[config.mk]
export PLATFORM = sky130hd
export DESIGN_NAME = riscv_i32_dmem_access_sequencer
export DESIGN_NICKNAME = d
export VERILOG_FILES = /design/src/rtl/riscv_i32_dmem_access_sequencer_pkg.sv /design/src/rtl/riscv_i32_dmem_lane_decode.sv /design/src/rtl/riscv_i32_dmem_access_sequencer.sv
export SDC_FILE = /design/constraint.sdc
export NUM_CORES = 1
export LEC_CHECK = 0
export CAP_MARGIN = 20
export CORE_ASPECT_RATIO = 2
export CORE_MARGIN = 2
export CORE_UTILIZATION = 47
export CTS_BUF_LIST = sky130_fd_sc_hd__clkbuf_8
export CTS_CLUSTER_DIAMETER = 120
export CTS_CLUSTER_SIZE = 24
export DETAILED_ROUTE_END_ITERATION = 12
export PLACE_DENSITY = 0.82
export RECOVER_POWER = 25
export SLEW_MARGIN = 30
export SYNTH_ARGS = -nofsm -noshare
export SYNTH_HDL_FRONTEND = slang
export SYNTH_SLANG_ARGS = --single-unit
export TNS_END_PERCENT = 100
[constraint.sdc]
create_clock -name clk -period 2.3 [get_ports clk]
set_input_delay 0.23 -clock clk [delete_from_list [all_inputs] [get_ports clk]]
set_output_delay 0.23 -clock clk [all_outputs]
set_load 0.02 [all_outputs]
[src/rtl/riscv_i32_dmem_access_sequencer_pkg.sv]
// rtl/riscv_i32_dmem_access_sequencer_pkg.sv - shared riscv_i32 dmem types for the access sequencer
package riscv_i32_dmem_access_sequencer_pkg;

    localparam logic [1:0] SIZE_BYTE = 2'd0;
    localparam logic [1:0] SIZE_HALF = 2'd1;
    localparam logic [1:0] SIZE_WORD = 2'd2;

    typedef enum logic [1:0] {
        ST_IDLE,
        ST_ACCESS_FIRST,
        ST_ACCESS_FINAL,
        ST_FAULT
    } seq_state_t;

    typedef struct packed {
        logic [31:0] address;
        logic [3:0]  byte_enable;
        logic        read_enable;
        logic        write_enable;
        logic [31:0] write_data;
    } dmem_access_req_t;

    typedef struct packed {
        logic [1:0] read_data_rotation;
        logic [3:0] read_data_byte_clear;
        logic [3:0] read_data_byte_enable;
        logic       sign_extend_byte;
        logic       sign_extend_half;
        logic       multicycle;
    } dmem_request_t;

    // Rotate left by whole bytes so LSB-justified store data lands on its bus lanes.
    function automatic logic [31:0] rotl_bytes(input logic [31:0] d, input logic [1:0] n);
        logic [63:0] pair;
        pair = {d, d} << {n, 3'b000};
        return pair[63:32];
    endfunction

endpackage

[src/rtl/riscv_i32_dmem_lane_decode.sv]
// rtl/riscv_i32_dmem_lane_decode.sv - size/offset to bus lane and aligner byte-enable decode
module riscv_i32_dmem_lane_decode
    import riscv_i32_dmem_access_sequencer_pkg::*;
(
    input  logic [1:0] size,
    input  logic [1:0] off,
    input  logic       is_load,
    input  logic       unsigned_req,
    output logic [7:0] m8,
    output logic [3:0] en_single,
    output logic [3:0] en_first,
    output logic [3:0] en_second,
    output logic       sign_ext_byte,
    output logic       sign_ext_half
);

    logic [3:0] mask;
    logic [7:0] hi_pair;
    logic [3:0] hi_rotr;

    always_comb begin
        case (size)
            SIZE_BYTE: mask = 4'b0001;
            SIZE_HALF: mask = 4'b0011;
            default:   mask = 4'b1111;
        endcase
    end

    assign m8 = {4'b0000, mask} << off;

    // Second-word lanes mapped back into the aligner's rotated byte positions.
    assign hi_pair = {m8[7:4], m8[7:4]} >> off;
    assign hi_rotr = hi_pair[3:0];

    assign en_single     = mask;
    assign en_first      = mask & ~hi_rotr;
    assign en_second     = mask & hi_rotr;
    assign sign_ext_byte = is_load & (size == SIZE_BYTE) & ~unsigned_req;
    assign sign_ext_half = is_load & (size == SIZE_HALF) & ~unsigned_req;

endmodule

[src/rtl/riscv_i32_dmem_access_sequencer.sv]
// rtl/riscv_i32_dmem_access_sequencer.sv - load/store sequencer splitting misaligned accesses into two word phases
module riscv_i32_dmem_access_sequencer
    import riscv_i32_dmem_access_sequencer_pkg::*;
#(
    parameter bit ALLOW_MISALIGNED = 1'b1
) (
    input  logic        clk,
    input  logic        reset_n,
    input  logic        exec_req_valid,
    input  logic        exec_req_load,
    input  logic        exec_req_store,
    input  logic [1:0]  exec_req_size,
    input  logic        exec_req_unsigned,
    input  logic [31:0] exec_req_address,
    input  logic [31:0] exec_req_write_data,
    output logic        exec_ready,
    output logic        exec_done,
    output logic        exec_misaligned_load,
    output logic        exec_misaligned_store,
    output logic [31:0] dmem_access_req__address,
    output logic [3:0]  dmem_access_req__byte_enable,
    output logic        dmem_access_req__read_enable,
    output logic        dmem_access_req__write_enable,
    output logic [31:0] dmem_access_req__write_data,
    input  logic        dmem_access_resp__wait,
    input  logic [31:0] dmem_read_data,
    output logic [31:0] last_data,
    output logic [1:0]  dmem_request__read_data_rotation,
    output logic [3:0]  dmem_request__read_data_byte_clear,
    output logic [3:0]  dmem_request__read_data_byte_enable,
    output logic        dmem_request__sign_extend_byte,
    output logic        dmem_request__sign_extend_half,
    output logic        dmem_request__multicycle
);

    seq_state_t       state, state_nxt;
    dmem_access_req_t bus_q;
    dmem_request_t    ctl_q;
    logic [31:0]      last_data_q;
    logic [3:0]       be_second_q, en_second_q;
    logic             seb_final_q, seh_final_q, load_q;

    logic [1:0] off;
    logic [7:0] lane_m8;
    logic [3:0] en_single, en_first, en_second;
    logic       seb, seh, split, accept, req_is_load, req_is_store, to_fault;

    riscv_i32_dmem_lane_decode u_lane_decode (
        .size          (exec_req_size),
        .off           (off),
        .is_load       (req_is_load),
        .unsigned_req  (exec_req_unsigned),
        .m8            (lane_m8),
        .en_single     (en_single),
        .en_first      (en_first),
        .en_second     (en_second),
        .sign_ext_byte (seb),
        .sign_ext_half (seh)
    );

    assign off          = exec_req_address[1:0];
    assign req_is_load  = exec_req_load;
    assign req_is_store = exec_req_store & ~exec_req_load;
    assign accept       = exec_req_valid & (state == ST_IDLE) & (exec_req_load | exec_req_store);
    assign split        = |lane_m8[7:4];
    assign to_fault     = split & ~ALLOW_MISALIGNED;

    always_comb begin
        state_nxt             = state;
        exec_done             = 1'b0;
        exec_misaligned_load  = 1'b0;
        exec_misaligned_store = 1'b0;
        case (state)
            ST_IDLE: begin
                if (accept) begin
                    if (!split)        state_nxt = ST_ACCESS_FINAL;
                    else if (to_fault) state_nxt = ST_FAULT;
                    else               state_nxt = ST_ACCESS_FIRST;
                end
            end
            ST_ACCESS_FIRST: begin
                if (!dmem_access_resp__wait) state_nxt = ST_ACCESS_FINAL;
            end
            ST_ACCESS_FINAL: begin
                if (!dmem_access_resp__wait) begin
                    state_nxt = ST_IDLE;
                    exec_done = 1'b1;
                end
            end
            ST_FAULT: begin
                state_nxt             = ST_IDLE;
                exec_done             = 1'b1;
                exec_misaligned_load  = load_q;
                exec_misaligned_store = ~load_q;
            end
            default: state_nxt = ST_IDLE;
        endcase
    end

    always_ff @(posedge clk or negedge reset_n) begin
        if (!reset_n) begin
            state       <= ST_IDLE;
            bus_q       <= '0;
            ctl_q       <= '0;
            last_data_q <= '0;
            be_second_q <= '0;
            en_second_q <= '0;
            seb_final_q <= 1'b0;
            seh_final_q <= 1'b0;
            load_q      <= 1'b0;
        end else begin
            state <= state_nxt;
            case (state)
                ST_IDLE: begin
                    if (accept) begin
                        bus_q.address                 <= {exec_req_address[31:2], 2'b00};
                        bus_q.byte_enable             <= to_fault ? 4'b0000 : lane_m8[3:0];
                        bus_q.read_enable             <= req_is_load & ~to_fault;
                        bus_q.write_enable            <= req_is_store & ~to_fault;
                        bus_q.write_data              <= rotl_bytes(exec_req_write_data, off);
                        ctl_q.read_data_rotation      <= off;
                        ctl_q.read_data_byte_clear    <= 4'b1111;
                        ctl_q.read_data_byte_enable   <= split ? en_first : en_single;
                        ctl_q.sign_extend_byte        <= seb & ~split;
                        ctl_q.sign_extend_half        <= seh & ~split;
                        ctl_q.multicycle              <= split & ALLOW_MISALIGNED;
                        be_second_q                   <= lane_m8[7:4];
                        en_second_q                   <= en_second;
                        seb_final_q                   <= seb;
                        seh_final_q                   <= seh;
                        load_q                        <= req_is_load;
                    end
                end
                ST_ACCESS_FIRST: begin
                    // First word's aligned bytes are parked so the aligner can merge the second word.
                    if (!dmem_access_resp__wait) begin
                        last_data_q                   <= dmem_read_data;
                        bus_q.address                 <= bus_q.address + 32'd4;
                        bus_q.byte_enable             <= be_second_q;
                        ctl_q.read_data_byte_clear    <= 4'b0000;
                        ctl_q.read_data_byte_enable   <= en_second_q;
                        ctl_q.sign_extend_byte        <= seb_final_q;
                        ctl_q.sign_extend_half        <= seh_final_q;
                    end
                end
                ST_ACCESS_FINAL: begin
                    if (!dmem_access_resp__wait) begin
                        bus_q.read_enable             <= 1'b0;
                        bus_q.write_enable            <= 1'b0;
                        bus_q.byte_enable             <= 4'b0000;
                        ctl_q.sign_extend_byte        <= 1'b0;
                        ctl_q.sign_extend_half        <= 1'b0;
                        ctl_q.multicycle              <= 1'b0;
                    end
                end
                default: ;
            endcase
        end
    end

    assign exec_ready                          = (state == ST_IDLE);
    assign dmem_access_req__address            = bus_q.address;
    assign dmem_access_req__byte_enable        = bus_q.byte_enable;
    assign dmem_access_req__read_enable        = bus_q.read_enable;
    assign dmem_access_req__write_enable       = bus_q.write_enable;
    assign dmem_access_req__write_data         = bus_q.write_data;
    assign last_data                           = last_data_q;
    assign dmem_request__read_data_rotation    = ctl_q.read_data_rotation;
    assign dmem_request__read_data_byte_clear  = ctl_q.read_data_byte_clear;
    assign dmem_request__read_data_byte_enable = ctl_q.read_data_byte_enable;
    assign dmem_request__sign_extend_byte      = ctl_q.sign_extend_byte;
    assign dmem_request__sign_extend_half      = ctl_q.sign_extend_half;
    assign dmem_request__multicycle            = ctl_q.multicycle;

endmodule

Yosys cells after proc, flatten, opt, wreduce, memory -nomap -nowiden
Cells that the tools add are included.
{"block": "totals", "reg_bits": 128, "in_bits": 105, "wordCells": 82}
{"block": "classes", "add_sub_neg": 1, "n_eq_ne": 7, "shifts": 3, "muxes": 23, "bitwise": 18, "n_reduce_logical": 12}
{"op": "70-bit two-way mux", "count": 1}
{"op": "32-bit case mux with 2 select lines", "count": 1}
{"op": "64-bit by 5-bit << shifter with 64-bit output", "count": 1}
{"op": "36-bit two-way mux", "count": 1}
{"op": "32-bit by 3-bit adder with 32-bit output (second input constant)", "count": 1}
{"op": "8-bit case mux with 2 select lines", "count": 1}
{"op": "4-bit case mux with 3 select lines", "count": 1}
{"op": "11-bit two-way mux", "count": 1}
{"op": "10-bit two-way mux", "count": 1}
{"op": "1-bit bitwise AND", "count": 9}
{"op": "3-bit AND reduction", "count": 3}
{"op": "4-bit bitwise AND", "count": 2}
{"op": "2-bit two-way mux", "count": 4}
{"op": "2-bit case mux with 4 select lines", "count": 1}
{"op": "4-bit case mux with 2 select lines", "count": 1}
{"op": "4-bit by 2-bit << shifter with 8-bit output", "count": 1}
{"op": "8-bit by 2-bit right shift with 4-bit output", "count": 1}
{"op": "6-bit two-way mux", "count": 1}
{"op": "2-bit case mux with 3 select lines", "count": 1}
{"op": "1-bit NOT", "count": 5}
{"op": "2-bit by 1-bit == test with 1-bit output (second input constant)", "count": 2}
{"op": "2-bit == test (second input constant)", "count": 2}
{"op": "2-bit zero test", "count": 2}
{"op": "4-bit two-way mux", "count": 1}
{"op": "other kinds (13)", "count": 19}

Longest topological paths before layout
{"block": "depth", "word_depth": 9, "ltp_mapped": 9}

Cells and area by module
From an unflattened synthesis, not the netlist that was laid out.
{"block": "unflattened", "hier_cells": 586, "hier_area_um2": 6812.8}
{"module": "riscv_i32_dmem_access_sequencer", "instances": 1, "cells_each": 554, "area_each_um2": 6595.1, "seq_area_each_um2": 3078.0}
{"module": "riscv_i32_dmem_lane_decode", "instances": 1, "cells_each": 32, "area_each_um2": 217.7, "seq_area_each_um2": 0.0}

Least setup slack after synthesis
No wires, ideal clock.
{"block": "synth_timing", "path_kind": "register to register", "start": "register state[0]", "end": "register ctl_q, in the netlist dmem_request__read_data_byte_enable[2]", "setup_ps": 126, "arrival_ps": 1920, "slack_ps": 254, "stages_incl_launch_ff": 8, "n_path_buf": 2, "period_less_slack_ps": 2046, "cell_sequence": "dfrtp_1 inv_1 ha_1 buf_2 nor2_1 a211o_1 clkbuf_1 a221o_1"}
{"block": "synth_between", "elab_chain_len": 5}
{"element": "start, declared", "line": "riscv_i32_dmem_access_sequencer.sv:36", "source": "seq_state_t state, state_nxt;"}
{"element": "start signal, assigned", "line": "riscv_i32_dmem_access_sequencer.sv:112", "source": "state <= state_nxt;"}
{"element": "2-bit zero test (*)"}
{"element": "net exec_ready", "line": "riscv_i32_dmem_access_sequencer.sv:16", "source": "output logic exec_ready,"}
{"element": "1-bit bitwise AND (2 in series)", "line": "riscv_i32_dmem_access_sequencer.sv:64", "source": "assign accept = exec_req_valid & (state == ST_IDLE) & (exec_req_load | exec_req_store);"}
{"element": "2-bit by 1-bit inequality test with 1-bit output (no line)"}
{"element": "3-bit AND reduction (no line)"}
{"element": "end, declared", "line": "riscv_i32_dmem_access_sequencer.sv:38", "source": "dmem_request_t ctl_q;"}
The timed path passes the listed nets; every way through them passes the cells marked *.
A chain may end at the register's enable or synchronous reset.

Final worst setup path
{"block": "layout_timing", "start": "register state[0]", "end": "output port exec_ready"}
{"block": "layout_between", "elab_chain_len": 1}
{"element": "2-bit zero test", "line": "riscv_i32_dmem_access_sequencer.sv:161", "source": "assign exec_ready = (state == ST_IDLE);"}
{"element": "end, declared", "line": "riscv_i32_dmem_access_sequencer.sv:16"}
Every way passes these cells.

==> summary.txt <==
Status
  – Outcome: finished with violations
  – Failing checks: max-capacitance violations, max-slew violations

Placed design
  – Placed Instances: 1030
  – DP HPWL: 16200 um
  – GP Congestion: 0.957
  – # port buffers: approximately 220
  – Placed cell area: 9100 um^2

Pwr
  – Peak VDD IR: 0.965 mV
  – Power Dens Cells: 1310 nW/um^2
  – Leakage power total: between 4 and 5 nW

STA
  – Actual slew at the worst max-slew pin: 1.65 ns
  – Final setup viols: 0
  – Final Critical Period: ~2.2 ns
  – Clock Skew: 0.0181 ns
  – Max Freq: 459 MHz
  – Final Hold Vio Count: 0
  – Total negative slack: 0 ns
  – Worst slew margin: -9.95%
  – Final Max Tran Viols: 29
  – Unrepaired setup endpoints after global routing: false
  – Hold Slack: 0.333 ns
  – Final period utilization: 94.7%

Synthesis
  – Largest family of logic cells by synthesized area: multiplexers
  – Synth Instances: 634
  – Synth warn: 0
  – Most used DFF post-synth: dfrtp_1
  – Synth Area per Inst: 10.4 um^2
  – Synth Register Bits: 122
  – Synth Area in Compound Gates: 13.4%
  – Synth Area in XOR/XNOR: 0%
  – Post-Syn Area: 6610 um^2
  – Area leader, netlist: dfrtp_1
  – Post-synth ARST share: 100%
  – Post-synthesis sequential area ratio: 46.2%
  – Mux share of post-synthesis cell area: 17.6%
  – Post-Synth Simple-Gate Area: ~17%
  – Top cell type's share of synthesized area: 46.2%
  – Area share of fa/ha/maj cells after synthesis: 1.14%
  – Largest cells by area after synthesis: dfrtp_1 46%, mux4_2 11%, nand2_1 7.5%, mux2_2 5.5%, o21ai_0 2.6%
  – EDFF count, synth: 0
  – Synth unique cells: 66

Die
  – Rows: 61
  – Initial Util: a little under half
  – Die W: 87.8 um
  – Io pins: approximately 220
  – Die area: 15100 um^2
  – Die height: roughly 170 um
  – Core outline area: 13800 um^2

Global routing
  – Maximum number of pins on one net before global-route repair: 52
  – Initial antenna violation count: 1
  – First-pass GRT wire length: 31800 um
  – Tot GR Track Use: 27.6%
  – Vias in the first global route: between 6000 and 7000
  – Grt ovf: 0

Clock tree
  – Clk sinks: 122
  – CTS root buf: clkbuf_8
  – Worst skew pair latency: 0.42 ns
  – CTS buffer count: 17
  – CTS H-tree lvls: 4
  – CTS tree: yes
  – Total setup buffers inserted after CTS: 0
  – Max clock buf depth: 2
  – Clk slew on worst S/H paths: 0.08 ns

Worst setup path
  – Crit Path Category: flip-flop to output port
  – CP cell instances: inv_1 -> ha_1 -> clkdlybuf4s50_1
  – Required time worst endpoint: 2.07 ns
  – Worst path arrival time: 1.95 ns
  – Crit start category: flip-flop
  – Slowest stage delay, CP: 0.69 ns
  – Crit. End Element: output port
  – CP max-delay cell: clkdlybuf4s50_1
  – Critical path fanouts, max: 7

Routing
  – Final WL: approximately 21000 um
  – DR vias: 6050
  – DRC: 0
  – DR WL/cell: between 15 and 20 um
  – Vias per cell: 5.69
  – TritonRoute pass-1 iters: 7
  – Post-route ant nets: 0
  – Number of DRC markers in iteration 0: 279

Cells and area
  – Most frequent cells in the layout: 218 x clkdlybuf4s50_1, 132 x nand2_1, 122 x dfrtp_1, 34 x o21ai_0, 33 x nor2_1
  – Synthesis-to-finish area growth: 44.5%
  – Post-Layout Cell Count: 1064
  – Most common cell after layout, fill and taps aside: clkdlybuf4s50_1
  – Layout cells sized above 1: 16.7%
  – Final Cell Area: 9550 um^2
  – Layout Nets: 972

Flow run
  – Max-cap violations: 1

Hold path
  – Hold Crit Class: input pin to flip-flop
cells in the mapped netlist (2+ instances only):
cell type    n
a211o_1      2
a21o_1       5
a21oi_1     28
a221o_1      3
a22oi_1      7
a311oi_1     3
a31o_2       2
a31oi_1      5
a32oi_1      5
a41oi_1      2
and2_1       9
and3_1      11
and4_1       3
buf_1        2
buf_2       15
buf_4        9
clkbuf_1    19
dfrtp_1    122
ha_1         6
inv_1       11
mux2_2      32
mux2i_1      8
mux4_2      32
nand2_1    132
nand3_1     20
nand3b_1     3
nand4_1      9
nand4_4      2
nor2_1      34
nor2b_1      2
nor3_1       5
o211ai_1     4
o21a_1       3
o21ai_0     34
o22ai_1      9
o2bb2ai_1    3
o31ai_1      2
or3_1        3
critical path, delay by kind of cell (launching register included):
| family | cells | cell delay (ns) |
|---|---|---|
| adders and majority gates | 1 | 0.30 |
| buffers and inverters | 2 | 0.81 |
| DFF | 1 | 0.43 |
worst paths after layout:
check | startpoint | to | slack, ns | depth (start not counted)
min | exec_req_address[0] | be_second_q[2] | 0.33 | 3
max reg2reg | state[0] | dmem_access_req__address[25] | 0.15 | 8
min in group asynchronous | reset_n | dmem_access_req__address[20] | 0.79 | 2
min reg2reg | dmem_access_req__write_data[13] | dmem_access_req__write_data[13] | 0.47 | 2
max in group asynchronous | reset_n | load_q | 0.33 | 3
max | state[0] | exec_ready | 0.12 | 3
cell type report:
type | count | area, um^2
Tap cell | 189 | 236
Sequential cell | 122 | 3050
Clock inverter | 14 | 196
Antenna cell | 1 | 2.50
Clock buffer | 18 | 248
Timing Repair Buffer | 254 | 2470
Multi-Input combinational cell | 455 | 3290
Inverter | 11 | 41.3
Fill cell | 1073 | 4270
metrics by stage:
stage	setup WS [ns]	util (%)	total power, mW
detailed placement	0.122	65.8	10.4
global route	0.00764	69.1	13.2
global placement	0.268	65.8	10.2
finish	0.122	69.1	12.5
CTS	0.0375	69.1	12.6
floorplan	0.254	-	7.26
kinds of logic (layout without fill, tap and decap cells):
logic type                 after synthesis  in the layout
DFF                                    122            122
AOI/OAI and AO/OA                      132            132
adders and majority gates                6              6
muxes                                   72             72
buffers and inverters                   58            297
and+or+nand+nor                        243            243
other                                    1              3
registers in the layout, summed over array words and instances (netlist names), 2 cells and up:
name and count:
be_second_q 3, state 2, dmem_request__read_data_byte_enable 4, dmem_access_req__address 30, en_second_q 4, dmem_request__read_data_rotation 2, dmem_access_req__byte_enable 4, last_data 32
dmem_access_req__write_data 32
routing by layer:
metal / global-route usage (%) / routed length (um)
met1: 27.8 / 6820
met3: 4.46 / 1020
met2: 53.2 / 12400
met4: 12.8 / 677
met5: 0 / 0
power breakdown:
part	internal, mW	total (mW)	switching [mW]
Clock	1.22	2.14	0.920
Sequential	3.13	3.99	0.856
Combinational	2.99	6.37	3.37
timing repair:
item                                   4_1_cts  5_1_grt
endpoints found under the hold margin       25        0
resized for setup                            0        3
setup endpoints to repair                    0        4
hold buffers                                 1        0
No activity file was read; power rests on OpenSTA's default activity.
